[src/rtl/pip_stage_skid_reg.sv]
// Two-entry valid/ready skid pipeline stage: registered outputs, falling-edge state, per-bit flush mask.
// Optional perf counters (stall_cnt / flush_cnt) are built only when PIP_PERF_CNT_EN is defined.
module pip_stage_skid_reg #(
    parameter int unsigned      WIDTH           = 300,
    parameter logic [WIDTH-1:0] FLUSH_KEEP_MASK = {236'b0, {32{1'b1}}, 32'b0},
    parameter int unsigned      CNT_W           = 16
) (
    input  logic             clk,
    input  logic             Rst_n,
    input  logic             flush,
    input  logic             in_valid,
    output logic             in_ready,
    input  logic [WIDTH-1:0] in_data,
    output logic             out_valid,
    input  logic             out_ready,
    output logic [WIDTH-1:0] out_data,
    output logic [1:0]       occupancy,
    output logic [CNT_W-1:0] stall_cnt,
    output logic [CNT_W-1:0] flush_cnt
);

    typedef enum logic [1:0] {
        ST_EMPTY = 2'd0,
        ST_ONE   = 2'd1,
        ST_FULL  = 2'd2
    } state_e;

    state_e             state_q, state_d;
    logic               m_valid_q, m_valid_d;
    logic [WIDTH-1:0]   m_data_q, m_data_d;
    logic               s_valid_q, s_valid_d;
    logic [WIDTH-1:0]   s_data_q, s_data_d;
    logic               in_ready_q, in_ready_d;
    logic               acc_s;
    logic               dep_s;

    assign acc_s = in_valid && in_ready_q;
    assign dep_s = m_valid_q && out_ready;

    // Next-state for both entries; flush overrides every transfer.
    always_comb begin
        state_d   = state_q;
        m_valid_d = m_valid_q;
        m_data_d  = m_data_q;
        s_valid_d = s_valid_q;
        s_data_d  = s_data_q;
        if (flush) begin
            state_d   = ST_EMPTY;
            m_valid_d = 1'b0;
            s_valid_d = 1'b0;
            m_data_d  = m_data_q & FLUSH_KEEP_MASK;
            s_data_d  = {WIDTH{1'b0}};
        end else begin
            case (state_q)
                ST_EMPTY: begin
                    if (acc_s) begin
                        state_d   = ST_ONE;
                        m_valid_d = 1'b1;
                        m_data_d  = in_data;
                    end else begin
                        state_d = ST_EMPTY;
                    end
                end
                ST_ONE: begin
                    if (acc_s && !dep_s) begin
                        state_d   = ST_FULL;
                        s_valid_d = 1'b1;
                        s_data_d  = in_data;
                    end else if (acc_s && dep_s) begin
                        state_d  = ST_ONE;
                        m_data_d = in_data;
                    end else if (dep_s) begin
                        state_d   = ST_EMPTY;
                        m_valid_d = 1'b0;
                    end else begin
                        state_d = ST_ONE;
                    end
                end
                ST_FULL: begin
                    // in_ready is low here, so only a departure can move the stage.
                    if (dep_s) begin
                        state_d   = ST_ONE;
                        m_data_d  = s_data_q;
                        s_valid_d = 1'b0;
                        s_data_d  = {WIDTH{1'b0}};
                    end else begin
                        state_d = ST_FULL;
                    end
                end
                default: begin
                    state_d   = ST_EMPTY;
                    m_valid_d = 1'b0;
                    s_valid_d = 1'b0;
                end
            endcase
        end
        in_ready_d = !s_valid_d;
    end

    // Stage state register; in_ready_q also serves as the reset-done flag.
    always_ff @(negedge clk or negedge Rst_n) begin
        if (!Rst_n) begin
            state_q    <= ST_EMPTY;
            m_valid_q  <= 1'b0;
            m_data_q   <= {WIDTH{1'b0}};
            s_valid_q  <= 1'b0;
            s_data_q   <= {WIDTH{1'b0}};
            in_ready_q <= 1'b0;
        end else begin
            state_q    <= state_d;
            m_valid_q  <= m_valid_d;
            m_data_q   <= m_data_d;
            s_valid_q  <= s_valid_d;
            s_data_q   <= s_data_d;
            in_ready_q <= in_ready_d;
        end
    end

    assign in_ready  = in_ready_q;
    assign out_valid = m_valid_q;
    assign out_data  = m_data_q;
    assign occupancy = state_q;

`ifdef PIP_PERF_CNT_EN
    logic [CNT_W-1:0] stall_cnt_q;
    logic [CNT_W-1:0] flush_cnt_q;

    function automatic logic [CNT_W-1:0] sat_inc(input logic [CNT_W-1:0] v);
        if (&v) begin
            sat_inc = v;
        end else begin
            sat_inc = v + {{(CNT_W-1){1'b0}}, 1'b1};
        end
    endfunction

    // Saturating perf counters, cleared only by reset.
    always_ff @(negedge clk or negedge Rst_n) begin
        if (!Rst_n) begin
            stall_cnt_q <= {CNT_W{1'b0}};
            flush_cnt_q <= {CNT_W{1'b0}};
        end else begin
            stall_cnt_q <= (m_valid_q && !out_ready) ? sat_inc(stall_cnt_q) : stall_cnt_q;
            flush_cnt_q <= (flush && (state_q != ST_EMPTY)) ? sat_inc(flush_cnt_q) : flush_cnt_q;
        end
    end

    assign stall_cnt = stall_cnt_q;
    assign flush_cnt = flush_cnt_q;
`else
    assign stall_cnt = {CNT_W{1'b0}};
    assign flush_cnt = {CNT_W{1'b0}};
`endif

endmodule

[config.mk]
export PLATFORM = sky130hd
export DESIGN_NAME = pip_stage_skid_reg
export DESIGN_NICKNAME = d
export VERILOG_FILES = /design/src/rtl/pip_stage_skid_reg.sv
export SDC_FILE = /design/constraint.sdc
export NUM_CORES = 1
export LEC_CHECK = 0
export BUFFER_PORTS_ARGS = -buffer_cell sky130_fd_sc_hd__buf_2
export CORE_AREA = 2 2 250 252
export CTS_CLUSTER_SIZE = 8
export DETAILED_ROUTE_END_ITERATION = 10
export DIE_AREA = 0 0 252 254
export PLACE_DENSITY = 0.79
export SLEW_MARGIN = 20
export SYNTH_ARGS = -nofsm -noshare
export SYNTH_HDL_FRONTEND = slang
export SYNTH_SLANG_ARGS = --single-unit
[constraint.sdc]
create_clock -name clk -period 6.75 [get_ports clk]
set_clock_uncertainty 0.1 [all_clocks]
set_input_delay 0.675 -clock clk [delete_from_list [all_inputs] [get_ports clk]]
set_output_delay 0.675 -clock clk [all_outputs]
set_load 0.01 [all_outputs]
* Word level (Yosys, flattened, before mapping)
Index checks and enable logic that the tools add are counted.
Storage, ports and cells: output and inout port bits 336, word-level logic and storage cells 63, flip-flop bits (word level) 605, input port bits 305
Cells by class: reductions and logical operators 14, mux-type cells 27, bitwise operators 1, equal/unequal tests 14
Operators with widths (count):
- two-way mux 300 bit | 8
- case mux 300 bit (3 select lines) | 1
- case mux 300 bit (2 select lines) | 1
- != test 3 bit, second input constant | 7
- two-way mux 1 bit | 11
- != test 2 bit, second input constant | 5
- AND reduction 5 bit | 2
- two-way mux 2 bit | 3
- case mux 1 bit (3 select lines) | 2
- case mux 2 bit (3 select lines) | 1
- AND reduction 6 bit | 1
- nonzero test 3 bit | 2
- logical AND 1 bit | 4
- nonzero test 4 bit | 1
- AND reduction 3 bit | 1
- == test 2 x 1 -> 1 bit, second input constant | 1
- == test 2 bit, second input constant | 1
- zero test 1 bit | 2
- zero test 2 bit | 1
- NOT 1 bit | 1

* Logic depth before layout (Yosys ltp)
word-level depth 7, depth in mapped cells 10, mapped depth without buffers 6

==> parameters.txt <==
Parameter                              Value

Floorplan
  Core Box Area    61,300 um^2
  Boundary Pins    641
  Die outline area    around 64,000 um^2
  Starting Density    44.1%
  Die H    254 um
  Number of placement rows    91
  Horizontal die dimension    about 250 um

Worst hold path
  Hold Path Class    reg -> reg
  Worst Hold Path Cells    2

Layout
  Share of cells above drive strength 1    24.0%
  Layout-stage area growth over the synthesis result    22.3%
  Number of fillers in the final layout    5,318
  NumNets Final    approximately 3,500

Clock tree
  Cell at the root of the clock tree    clkbuf_16
  Post-CTS setup repair buffer count    0
  H-Tree Depth    3
  Clock buffer depth    3
  Clock buffer count from CTS    86
  Cts-stage hold buffer count    0
  Total number of clock tree sinks    605
  TritonCTS clock tree    done
  Quantity of gates resized following cts    0
  Worst-Skew Late Latency    between 0.5 and 0.6 ns
  CTS clock-pin slew for the worst setup and hold paths    roughly 0.040 ns

Synthesis
  Synthesized area per cell    9.98 um^2
  Number of distinct standard cells referenced by the synthesized netlist    35
  Main synth FF type    dfrtn_1
  Proportion of netlist area held by the largest area contributor    56.0%
  Post-synthesis instance area    27,000 um^2
  Synthesis warning total    0
  Gate count of the mapped netlist    around 2,700
  Top cells by area, synth    dfrtn_1 56%, mux2i_1 11%, nand2_1 7.9%, a211oi_1 7.4%, nor2_1 4.2%
  Proportion of synthesized flip-flops having asynchronous set or reset    100%
  Register bit count reported by yosys    605
  Sequential area share after synthesis    56.0%
  Number of flops mapped to enable cells by yosys    0
  Cell accounting for the most synthesized area    dfrtn_1

Routing
  WL/cell    between 15 and 20 um
  Number of remaining DRC errors    0
  DR iter-0 viols    1,533
  Length of the first detailed-routing pass in iterations    5
  Wirelength, routed    around 74 mm
  Final ANT Viol Nets    0
  Vias per std cell    around 5.3
  Via count of the routed design    21,500

Setup path
  Startpoint class of the critical path    flop
  Max FO, Critical Path    2
  Cell depth of the worst setup path    1
  Critical path data required time    5.97 ns
  Reg2Reg Depth    6
  Cell-by-cell listing of the critical path    buf_2
  Slowest stage cell, crit path    dfrtn_1
  Worst setup path category    reg -> out
  Sum of buffers and inverters on the critical path    1
  Cell family with most CP delay    flip-flops
  Arrival time worst endpoint    roughly 4.7 ns
  Worst stage delay on the critical path    between 0.5 and 0.6 ns
  Worst setup EP type    primary output

Flow run
  Max-cap violation count    0

Pwr
  Internal portion of total power    about 7.4 mW
  Power per unit of standard cell area    317 nW/um^2
  Register share of total power    42.9%
  Clock network fraction of design power    36.9%
  Switching pwr    3.13 mW
  Maximum VDD drop    0.000196 V
  Switching part of the total power    29.9%
  Static power due to leakage    15.3 nW
  Combinational fraction of design power    20.2%

Placed design
  Detailed Place HPWL    approximately 49 mm
  Global placer's final weighted congestion    0.838
  Port Buffer Count    608

Timing
  Worst rel slew slack    29.9%
  Final hold viol count    0
  Worst Max-Slew Pin Slew    ~1.1 ns
  Final setup violation count    0
  RSZ-0062 raised after global routing    no
  Setup TNS    0 ns
  Worst slack on hold paths    0.324 ns
  Number of max-slew violations in the final report    0

Status
  Outcome    finished clean

Global routing
  First-pass GRT wire length    116 mm
  GR Util All Layers    22.4%
  Pin count of the biggest net entering global routing    185
  GRT Residual Overflow    0
  Number of global-route vias before repair    21,100
  Initial antenna violation count    27
area by class of cell:
cell class / instances / area (um^2) / share of cell area (%)
Sequential cell: 605 / 15100 / 45.8
Timing Repair Buffer: 676 / 3920 / 11.9
Tap cell: 790 / 988 / 2.99
Inverter: 35 / 131 / 0.397
Clock buffer: 92 / 2220 / 6.71
Antenna cell: 19 / 47.5 / 0.144
Clock inverter: 7 / 120 / 0.363
Multi-Input combinational cell: 1834 / 10500 / 31.8
placed cells by master (no fill, tap or decap), types with 4 or more instances in the layout:
cell type,instances
conb_1,32
o21ai_1,197
inv_1,35
clkbuf_1,4
mux2i_1,300
nor2_1,302
a211oi_1,268
buf_4,41
nand2_1,571
a21oi_1,33
clkbuf_16,88
buf_12,26
dfrtn_1,605
o21ai_0,72
diode_2,19
buf_2,606
o32ai_1,32
power by group through the flow:
stage	Sequential [mW]	Combinational [mW]	Clock [mW]
finish	4.50	2.12	3.87
global route	4.56	2.34	4.10
CTS	4.50	2.13	3.95
detailed placement	4.54	2.12	0
global placement	4.52	2.07	0
floorplan	4.66	1.10	0
metrics by stage:
step	total power [mW]	instance area [um^2]	instances	utilization [%]	worst slack, ns
global route	11.0	33100	4057	54.0	1.20
CTS	10.6	33000	4038	53.9	1.21
floorplan	5.76	27200	2739	-	1.16
finish	10.5	33100	4058	54.0	1.26
global placement	6.59	30700	3939	50.0	0.807
detailed placement	6.66	30700	3939	50.0	0.738
Yosys cell counts (all sizes together) (2+ instances only):
| cell | number |
|---|---|
| buf | 150 |
| nand3 | 4 |
| or2 | 3 |
| nor2 | 303 |
| a31oi | 2 |
| nand2 | 571 |
| o21ai | 269 |
| a211oi | 268 |
| mux2i | 300 |
| o32ai | 32 |
| a21oi | 33 |
| clkbuf | 115 |
| inv | 35 |
| dfrtn | 605 |
| ha | 4 |
path summary, 6_finish.rpt:
check / from / to / slack (ns)
setup / recovery: out_data[176]$_DFFE_NN0P_ / out_data[176] / 1.26
hold / removal: s_data_q[104]$_DFFE_NN0P_ / s_data_q[104]$_DFFE_NN0P_ / 0.32
setup reg to reg: occupancy[0]$_DFF_NN0_ / out_data[175]$_DFFE_NN0P_ / 3.85
hold reg to reg: s_data_q[104]$_DFFE_NN0P_ / s_data_q[104]$_DFFE_NN0P_ / 0.32
max in group asynchronous: Rst_n / s_data_q[160]$_DFFE_NN0P_ / 2.22
min in group asynchronous: Rst_n / out_data[52]$_DFFE_NN0P_ / 3.33
sequential cells by signal, indices dropped and copies added (netlist names):
| name | flops |
|---|---|
| in_ready | 1 |
| out_data | 300 |
| out_valid | 1 |
| s_valid_q | 1 |
| s_data_q | 300 |
| occupancy | 2 |
metal layers:
layer	global-route usage, %	up-vias	part of all wire (%)
met3	5.54	214	6.5
met5	0	-	0.14
met2	36.2	713	49
li1	-	10300	-
met1	28.1	10200	40
met4	11.1	16	4.3
cell families (layout without fill, tap and decap cells):
logic type | after synthesis | in the layout | synth area share (%)
fa+ha+maj | 4 | 4 | 0.185
compound gates | 612 | 612 | 14.5
other cells | 1 | 51 | 0.0139
simple gates | 885 | 885 | 12.4
flops | 605 | 605 | 56.0
buf+inv | 300 | 810 | 5.78
mux | 300 | 300 | 11.1
xor+xnor | 1 | 1 | 0.0324
Note: power is estimated with default switching activity, not from simulation.
